**src/rtl/ext_uart_serial_bridge.sv**
```systemverilog
// Pin-level 8N1 UART bridge for the core's uart-write / uart-read ports.
// The TX and RX paths are independent, and received bytes queue in a small FIFO.
module ext_uart_serial_bridge #(
    parameter int CLKS_PER_BIT  = 104,
    parameter int RX_FIFO_DEPTH = 4
) (
    input  logic       CLK,
    input  logic       RST_N,
    input  logic [8:0] ext_uart_write_arg,
    output logic       ext_uart_write_out,
    input  logic       ext_uart_read_arg,
    output logic [8:0] ext_uart_read_out,
    output logic       TX,
    input  logic       RX,
    output logic       rx_frame_err,
    output logic       rx_overrun
);

    localparam int TW = $clog2(CLKS_PER_BIT);
    localparam int PW = $clog2(RX_FIFO_DEPTH);
    localparam int CW = PW + 1;
    localparam logic [TW-1:0] BIT_LAST = TW'(CLKS_PER_BIT - 1);
    localparam logic [TW-1:0] BIT_HALF = TW'(CLKS_PER_BIT / 2);

    typedef enum logic [1:0] {TX_IDLE, TX_START, TX_DATA, TX_STOP} tx_state_t;
    typedef enum logic [1:0] {RX_IDLE, RX_START, RX_DATA, RX_STOP} rx_state_t;

    tx_state_t         tx_state_r;
    logic [TW-1:0]     tx_timer_r;
    logic [2:0]        tx_idx_r;
    logic [7:0]        tx_shift_r;
    logic              tx_line_r;

    rx_state_t         rx_state_r;
    logic [TW-1:0]     rx_timer_r;
    logic [2:0]        rx_idx_r;
    logic [7:0]        rx_shift_r;
    logic              rx_meta_r;
    logic              rx_sync_r;
    logic              rx_prev_r;
    logic              rx_frame_err_r;
    logic              rx_overrun_r;

    logic [7:0]        fifo_mem_r [RX_FIFO_DEPTH];
    logic [PW-1:0]     fifo_wr_r;
    logic [PW-1:0]     fifo_rd_r;
    logic [CW-1:0]     fifo_count_r;

    logic              fifo_valid_s;
    logic              pop_s;
    logic              room_s;
    logic              stop_sample_s;
    logic              push_s;

    // Ready is a function of TX state only, held low for the whole reset.
    assign ext_uart_write_out = RST_N && (tx_state_r == TX_IDLE);
    assign TX                 = tx_line_r;
    assign rx_frame_err       = rx_frame_err_r;
    assign rx_overrun         = rx_overrun_r;

    // TX serialiser: start bit, 8 data bits LSB first, stop bit.
    always_ff @(posedge CLK or negedge RST_N) begin
        if (!RST_N) begin
            tx_state_r <= TX_IDLE;
            tx_timer_r <= TW'(0);
            tx_idx_r   <= 3'd0;
            tx_shift_r <= 8'h00;
            tx_line_r  <= 1'b1;
        end else begin
            case (tx_state_r)
                TX_IDLE: begin
                    tx_line_r <= 1'b1;
                    if (ext_uart_write_arg[8]) begin
                        tx_shift_r <= ext_uart_write_arg[7:0];
                        tx_line_r  <= 1'b0;
                        tx_timer_r <= BIT_LAST;
                        tx_state_r <= TX_START;
                    end
                end
                TX_START: begin
                    if (tx_timer_r == TW'(0)) begin
                        tx_line_r  <= tx_shift_r[0];
                        tx_idx_r   <= 3'd0;
                        tx_timer_r <= BIT_LAST;
                        tx_state_r <= TX_DATA;
                    end else begin
                        tx_timer_r <= tx_timer_r - TW'(1);
                    end
                end
                TX_DATA: begin
                    if (tx_timer_r == TW'(0)) begin
                        tx_timer_r <= BIT_LAST;
                        if (tx_idx_r == 3'd7) begin
                            tx_line_r  <= 1'b1;
                            tx_state_r <= TX_STOP;
                        end else begin
                            tx_line_r  <= tx_shift_r[1];
                            tx_shift_r <= {1'b0, tx_shift_r[7:1]};
                            tx_idx_r   <= tx_idx_r + 3'd1;
                        end
                    end else begin
                        tx_timer_r <= tx_timer_r - TW'(1);
                    end
                end
                TX_STOP: begin
                    tx_line_r <= 1'b1;
                    if (tx_timer_r == TW'(0)) begin
                        tx_state_r <= TX_IDLE;
                    end else begin
                        tx_timer_r <= tx_timer_r - TW'(1);
                    end
                end
                default: begin
                    tx_state_r <= TX_IDLE;
                    tx_line_r  <= 1'b1;
                end
            endcase
        end
    end

    // Two-flop synchroniser plus a delayed copy for falling-edge detection.
    always_ff @(posedge CLK or negedge RST_N) begin
        if (!RST_N) begin
            rx_meta_r <= 1'b1;
            rx_sync_r <= 1'b1;
            rx_prev_r <= 1'b1;
        end else begin
            rx_meta_r <= RX;
            rx_sync_r <= rx_meta_r;
            rx_prev_r <= rx_sync_r;
        end
    end

    assign fifo_valid_s  = (fifo_count_r != CW'(0));
    assign pop_s         = fifo_valid_s && ext_uart_read_arg;
    assign room_s        = (fifo_count_r < CW'(RX_FIFO_DEPTH)) || pop_s;
    assign stop_sample_s = (rx_state_r == RX_STOP) && (rx_timer_r == TW'(0));
    assign push_s        = stop_sample_s && rx_sync_r && room_s;

    // RX deserialiser: half-bit delay to mid start bit, then full-bit steps.
    always_ff @(posedge CLK or negedge RST_N) begin
        if (!RST_N) begin
            rx_state_r     <= RX_IDLE;
            rx_timer_r     <= TW'(0);
            rx_idx_r       <= 3'd0;
            rx_shift_r     <= 8'h00;
            rx_frame_err_r <= 1'b0;
            rx_overrun_r   <= 1'b0;
        end else begin
            rx_frame_err_r <= stop_sample_s && !rx_sync_r;
            rx_overrun_r   <= stop_sample_s && rx_sync_r && !room_s;
            case (rx_state_r)
                RX_IDLE: begin
                    if (rx_prev_r && !rx_sync_r) begin
                        rx_timer_r <= BIT_HALF;
                        rx_state_r <= RX_START;
                    end
                end
                RX_START: begin
                    if (rx_timer_r == TW'(0)) begin
                        rx_idx_r   <= 3'd0;
                        rx_timer_r <= BIT_LAST;
                        rx_state_r <= rx_sync_r ? RX_IDLE : RX_DATA;
                    end else begin
                        rx_timer_r <= rx_timer_r - TW'(1);
                    end
                end
                RX_DATA: begin
                    if (rx_timer_r == TW'(0)) begin
                        rx_shift_r <= {rx_sync_r, rx_shift_r[7:1]};
                        rx_timer_r <= BIT_LAST;
                        if (rx_idx_r == 3'd7) begin
                            rx_state_r <= RX_STOP;
                        end else begin
                            rx_idx_r <= rx_idx_r + 3'd1;
                        end
                    end else begin
                        rx_timer_r <= rx_timer_r - TW'(1);
                    end
                end
                RX_STOP: begin
                    if (rx_timer_r == TW'(0)) begin
                        rx_state_r <= RX_IDLE;
                    end else begin
                        rx_timer_r <= rx_timer_r - TW'(1);
                    end
                end
                default: begin
                    rx_state_r <= RX_IDLE;
                end
            endcase
        end
    end

    // FIFO pointers and occupancy; pointers wrap naturally at the power-of-two depth.
    always_ff @(posedge CLK or negedge RST_N) begin
        if (!RST_N) begin
            fifo_wr_r    <= PW'(0);
            fifo_rd_r    <= PW'(0);
            fifo_count_r <= CW'(0);
        end else begin
            if (push_s) begin
                fifo_wr_r <= fifo_wr_r + PW'(1);
            end
            if (pop_s) begin
                fifo_rd_r <= fifo_rd_r + PW'(1);
            end
            case ({push_s, pop_s})
                2'b10:   fifo_count_r <= fifo_count_r + CW'(1);
                2'b01:   fifo_count_r <= fifo_count_r - CW'(1);
                default: fifo_count_r <= fifo_count_r;
            endcase
        end
    end

    // FIFO storage; contents are don't-care while the count says empty.
    always_ff @(posedge CLK) begin
        if (push_s) begin
            fifo_mem_r[fifo_wr_r] <= rx_shift_r;
        end
    end

    // Head of FIFO, data forced to zero when empty so reset presents 9'b0.
    always_comb begin
        ext_uart_read_out = 9'h000;
        if (fifo_valid_s) begin
            ext_uart_read_out = {1'b1, fifo_mem_r[fifo_rd_r]};
        end else begin
            ext_uart_read_out = 9'h000;
        end
    end

endmodule

```
**config.mk**
```make
export PLATFORM = sky130hd
export DESIGN_NAME = ext_uart_serial_bridge
export DESIGN_NICKNAME = d
export VERILOG_FILES = /design/src/rtl/ext_uart_serial_bridge.sv
export SDC_FILE = /design/constraint.sdc
export NUM_CORES = 1
export LEC_CHECK = 0
export BUFFER_PORTS_ARGS = -buffer_cell sky130_fd_sc_hd__buf_2
export CAP_MARGIN = 20
export CORE_MARGIN = 5
export CORE_UTILIZATION = 25
export DETAILED_ROUTE_END_ITERATION = 10
export PLACE_DENSITY_LB_ADDON = 0.05
export SYNTH_ARGS = -nofsm -noshare
export SYNTH_HDL_FRONTEND = slang
export SYNTH_SLANG_ARGS = --single-unit
```
**constraint.sdc**
```tcl
create_clock -name CLK -period 3.58 [get_ports CLK]
set_input_delay 0.179 -clock CLK [delete_from_list [all_inputs] [get_ports CLK]]
set_output_delay 0.179 -clock CLK [all_outputs]
set_load 0.05 [all_outputs]
```
# --- Yosys cells after proc, flatten, opt, wreduce, memory -nomap -nowiden ---
# Memory sizes are Yosys's and may differ from the RTL's.
# Index checks and enable logic that the tools add are counted.
totals:
  rom_bits: 0
  ram_bits: 32
  latch_bits: 0
  regBits: 53
  input_bits: 13
  memories: 1
mem_list:
  columns: ["name", "depth", "width", "read_ports", "rd_ports_with_merged_regs", "write_ports", "line", "source"]
  rows:
  - ["fifo_mem_r", 4, 8, 1, 0, 1, "44", "logic [7:0] fifo_mem_r [RX_FIFO_DEPTH];"]
op_classes:
  n_shift: 0
  div: 0
  n_reduce_logical: 31
  addsub: 8
  multipliers: 0
  order_cmp: 1
  bitwise_logic: 0
  muxes: 42
  eq_ne: 24
op_table:
  columns: ["op", "n"]
  rows:
  - ["$mux W7", 6]
  - ["$pmux W7 S3", 2]
  - ["$ne A2 B2 Y1 const B", 13]
  - ["$mux W8", 3]
  - ["$mux W2", 11]
  - ["$mux W3", 6]
  - ["$pmux W3 S2", 3]
  - ["$pmux W2 S4", 2]
  - ["$pmux W8 S2", 1]
  - ["$logic_not A7 Y1", 2]
  - ["$sub A7 B1 Y7 const B", 2]
  - ["$reduce_and A4 Y1", 3]
  - ["$eq A2 B2 Y1 const B", 5]
  - ["$reduce_and A5 Y1", 2]
  - ["$add A3 B1 Y3 const B", 3]
  - ["$mux W9", 1]
  - ["$logic_and A1 B1 Y1", 8]
  - ["$reduce_and A2 Y1", 4]
  - ["$reduce_bool A2 Y1", 4]
  - ["$eq A2 B1 Y1 const B", 3]
  - ["$eq A3 B3 Y1 const B", 2]
  - ["$mux W1", 6]
  - ["$add A2 B1 Y2 const B", 2]
  - ["$logic_not A2 Y1", 2]
  - ["8 further kinds", 10]

# --- Longest topological paths before layout ---
depth:
  word_depth: 6
  mapped_depth: 12
  ltp_nobuf: 12

# --- Least setup slack after synthesis ---
# OpenSTA, ideal clock, no wires.
synth_path:
  path_type: "register -> register"
  from: "register rx_timer_r[0]"
  to: "register fifo_count_r[1]"
  path_buffers: 0
  arrival_time_ns: 2.218
  setup_slack_ns: 1.279
  setup_time_ns: 0.083
  stages_incl_launch_ff: 11
  t_required_ns: 3.497
  path_cell_list: "dfrtp_1 inv_1 ha_1 nor4b_4 nand3_1 nor2b_1 inv_1 ha_1 inv_1 fa_1 o21ai_0"
synth_via:
  elab_chain_cells: 6
synth_rtl:
  columns: ["item", "line", "source"]
  rows:
  - ["start, declared", "35", "logic [TW-1:0] rx_timer_r;"]
  - ["start signal, assigned", "165", "rx_timer_r <= rx_timer_r - TW'(1);"]
  - ["start signal, assigned", "178", "rx_timer_r <= rx_timer_r - TW'(1);"]
  - ["start signal, assigned", "185", "rx_timer_r <= rx_timer_r - TW'(1);"]
  - ["$logic_not A7 Y1 (*)", "137", "assign stop_sample_s = (rx_state_r == RX_STOP) && (rx_timer_r == TW'(0));"]
  - ["$logic_and A1 B1 Y1 (*)", "137", null]
  - ["$logic_and A1 B1 Y1 (*) (2 in a row)", "138", "assign push_s = stop_sample_s && rx_sync_r && room_s;"]
  - ["$eq A2 B1 Y1 or $eq A2 B2 Y1 (tied branches)", "208", "case ({push_s, pop_s})"]
  - ["$pmux W3 S2 or $reduce_bool A2 Y1 (tied branches)", null, null]
  - ["end signal, assigned", "209", "2'b10: fifo_count_r <= fifo_count_r + CW'(1);"]
  - ["end signal, assigned", "210", "2'b01: fifo_count_r <= fifo_count_r - CW'(1);"]
  - ["end signal, assigned", "211", "default: fifo_count_r <= fifo_count_r;"]
  - ["end, declared", "47", "logic [CW-1:0] fifo_count_r;"]
# Every way passes the cells marked *; elsewhere a longest branch is shown, timed or not.
# A chain may end at the register's enable or synchronous reset.

# --- Final worst setup path ---
# Ends and elaborated chain as after synthesis.

==> results.sh <==
export IMPL_syn_area_per_cell_sq_um=12.27
export IMPL_arrival_ns=2.89
export IMPL_die_area_sq_um=19530
export IMPL_synth_commonest_cells="dfrtp_1 (49), edfxtp_1 (32), ha_1 (21)"
export IMPL_yosysMostFrequentCell="dfrtp_1"
export IMPL_period_share_pct=73.78
export IMPL_setup_viol=0
export IMPL_core_area_sq_um=16520
export IMPL_antenna_found_initial=0
export IMPL_start_kind="register"
export IMPL_multi_input_area_sq_um=1798
export IMPL_grt_max_degree=54
export IMPL_portBuffers=25
export IMPL_cp_max_fo=7
export IMPL_synth_top_cell_area_share_pct=29.13
export IMPL_setup_worst_path_class="reg -> reg"
export IMPL_cts_sinks=85
export IMPL_path_common_cell="inv_1"
export IMPL_clock_root_buffer="clkbuf_16"
export IMPL_io_pins=26
export IMPL_grt_usage_pct=10.17
export IMPL_crit_slowest_cell="dfrtp_1"
export IMPL_setup_worst_path_end_class="register"
export IMPL_n_antenna_cell=0
export IMPL_tns_ns=0
export IMPL_nFillCells=1692
export IMPL_max_clock_path_buffers=2
export IMPL_status="finished clean"
export IMPL_netlist_area_sq_um=4209
export IMPL_whs_ns=0.05700
export IMPL_synth_warnings=0
export IMPL_synth_largest_area_cell="dfrtp_1"
export IMPL_worstSkewPairLatency_ns=0.34
export IMPL_synth_cell_types=57
export IMPL_max_freq_mhz=378.6
export IMPL_wl_per_cell_um=15.78
export IMPL_cts_tree="built"
export IMPL_power_density_nw_per_um2=666.5
export IMPL_initial_utilization_pct=25.47
export IMPL_drive_gt1_share_pct=20.53
export IMPL_via_per_inst=4.681
export IMPL_die_width_um=139.8
export IMPL_leakagePower_nw=1.910
export IMPL_ff_latch_area_sq_um=2292
export IMPL_row_count=47
export IMPL_synth_seq_cells=85
export IMPL_dp_hpwl_um=6296
export IMPL_seq_area_frac_synth_pct=54.46
export IMPL_cts_clk_slew_worst_paths_ns=0.06
export IMPL_grt_pass1_vias=2894
export IMPL_ant_nets=0
export IMPL_grt_first_pass_wirelength_um=15570
export IMPL_synthToLayoutAreaGrowth_pct=15.13
export IMPL_maxCapViolCount=0
export IMPL_fin_nets=405
export IMPL_dr_pass1_iters=4
export IMPL_crit_chain="inv_1 > ha_1 > nor4b_4 > nand3_1 > nor2b_1 > inv_1 > ha_1 > inv_1 > fa_1 > o21ai_0"
export IMPL_overflow=0
export IMPL_vias=2785
export IMPL_maxSlewHeadroom_pct=50.76
export IMPL_synth_edff_count=32
export IMPL_max_slew_worst_pin_slew_ns=0.7330
export IMPL_hold_violations=0
export IMPL_cp_required_ns=3.83
export IMPL_rsz0062_at_grt="false"
export IMPL_wl_um=9388
export IMPL_final_min_clock_period_ns=2.641
export IMPL_hold_class="in -> async"
export IMPL_slew_violations=0
export IMPL_cts_buffers=9
export IMPL_ys_async_sr_fraction_pct=62.35
export IMPL_synth_area_leaders="dfrtp_1 (29%), edfxtp_1 (23%), ha_1 (6.2%)"
export IMPL_drcViolationCount=0
export IMPL_irDropWorstVdd_mv=0.2825
export IMPL_skew_ns=0.007266
export IMPL_cp_slowest_stage_delay_ns=0.41
export IMPL_syn_num_nets=378
export IMPL_synth_top_flop_cell="dfrtp_1"
export IMPL_netlist_instances=343
export IMPL_place_congestion=0.7194
export IMPL_htree_levels=3
export IMPL_die_y_um=139.8
export IMPL_drtIter0Drc=112
## report_power, final
part	switching [mW]	internal (mW)
clock network	0.385	0.470
logic	0.669	0.439
registers	0.161	1.11
## registers in the layout, indices dropped and copies added (netlist names), named ones only
name / count
rx_state_r: 1
tx_timer_r: 7
fifo_mem_r: 32
rx_meta_r: 1
tx_shift_r: 8
rx_overrun: 1
rx_prev_r: 1
rx_timer_r: 7
rx_shift_r: 8
tx_idx_r: 3
rx_sync_r: 1
rx_frame_err: 1
fifo_count_r: 3
rx_idx_r: 3
tx_state_r: 2
fifo_wr_r: 2
fifo_rd_r: 2
TX: 1
## final timing paths
path | from | end | slack [ns] | depth (start not counted)
setup reg to reg | rx_timer_r[0] | fifo_count_r[1] | 0.94 | 10
max in group asynchronous | RST_N | tx_timer_r[2] | 3.05 | 2
setup / recovery | rx_timer_r[0] | fifo_count_r[1] | 0.94 | 10
hold reg to reg | rx_meta_r | rx_sync_r | 0.36 | 0
min in group CLK | ext_uart_write_arg[0] | tx_shift_r[0] | 0.11 | 3
hold / removal | RST_N | rx_timer_r[0] | 0.06 | 2
## cells in the final DEF, fill, tap and decap left out, drive strengths merged, types with 6 or more instances in the layout
cell,count
dfrtp,49
edfxtp,32
buf,27
ha,21
a21oi,19
inv,18
nor2,18
and2,15
nand2,14
o21ai,13
nor3,13
mux2,12
o22ai,12
clkbuf,12
a22o,9
mux4,8
nand3,7
or3,6
## routing by layer
metal	track usage (%)	vias to the layer above	part of all wire, %
li1	-	1343	-
met1	13.56	1370	49
met2	15.80	61	46
met3	2.093	11	3.2
met4	4.895	0	2.2
met5	0	-	0
## area by class of cell
| cell class | count | share of cell area (%) |
|---|---|---|
| Clock buffer | 12 | 4.880 |
| Clock inverter | 4 | 0.5422 |
| Inverter | 18 | 1.394 |
| Multi-Input combinational cell | 228 | 37.10 |
| Sequential cell | 85 | 47.30 |
| Tap cell | 220 | 5.680 |
| Timing Repair Buffer | 28 | 3.098 |
## worst max-delay path: cells and delay by family (launching register included)
| kind | cells | cell delay (ns) |
|---|---|---|
| buffers and inverters | 3 | 0.25 |
| adder cells (fa/ha/maj) | 3 | 0.78 |
| AO/OA/AOI/OAI | 1 | 0.17 |
| flip-flops | 1 | 0.41 |
| AND/OR/NAND/NOR | 3 | 0.95 |
## cell families after synthesis
kind of cell	share of synthesized area [%]
flops	54.46
compound gates	14.30
simple gates	12.51
mux	7.729
xor+xnor	1.457
fa+ha+maj	6.718
buf+inv	2.824
## per-stage QoR
| step | util, % | instance area [sq um] | instances | setup slack [ns] | total power, mW |
|---|---|---|---|---|---|
| after detailed placement | 27.67 | 4573 | 578 | 0.9128 | 2.418 |
| after global routing | 29.33 | 4846 | 595 | 0.6995 | 3.431 |
| final | 29.33 | 4846 | 595 | 0.9386 | 3.230 |
| after global placement | 27.67 | 4573 | 578 | 0.9789 | 2.418 |
| after CTS | 29.33 | 4846 | 595 | 0.8949 | 3.293 |
| after floorplan | - | 4209 | 343 | 1.279 | 2.158 |
## repair_timing
action                    in CTS  in global routing
hold endpoints to repair       1                  0
buffers inserted               0                  0
hold buffers                   1                  0
gates resized for setup        0                  0
No activity file was read; power rests on OpenSTA's default activity.
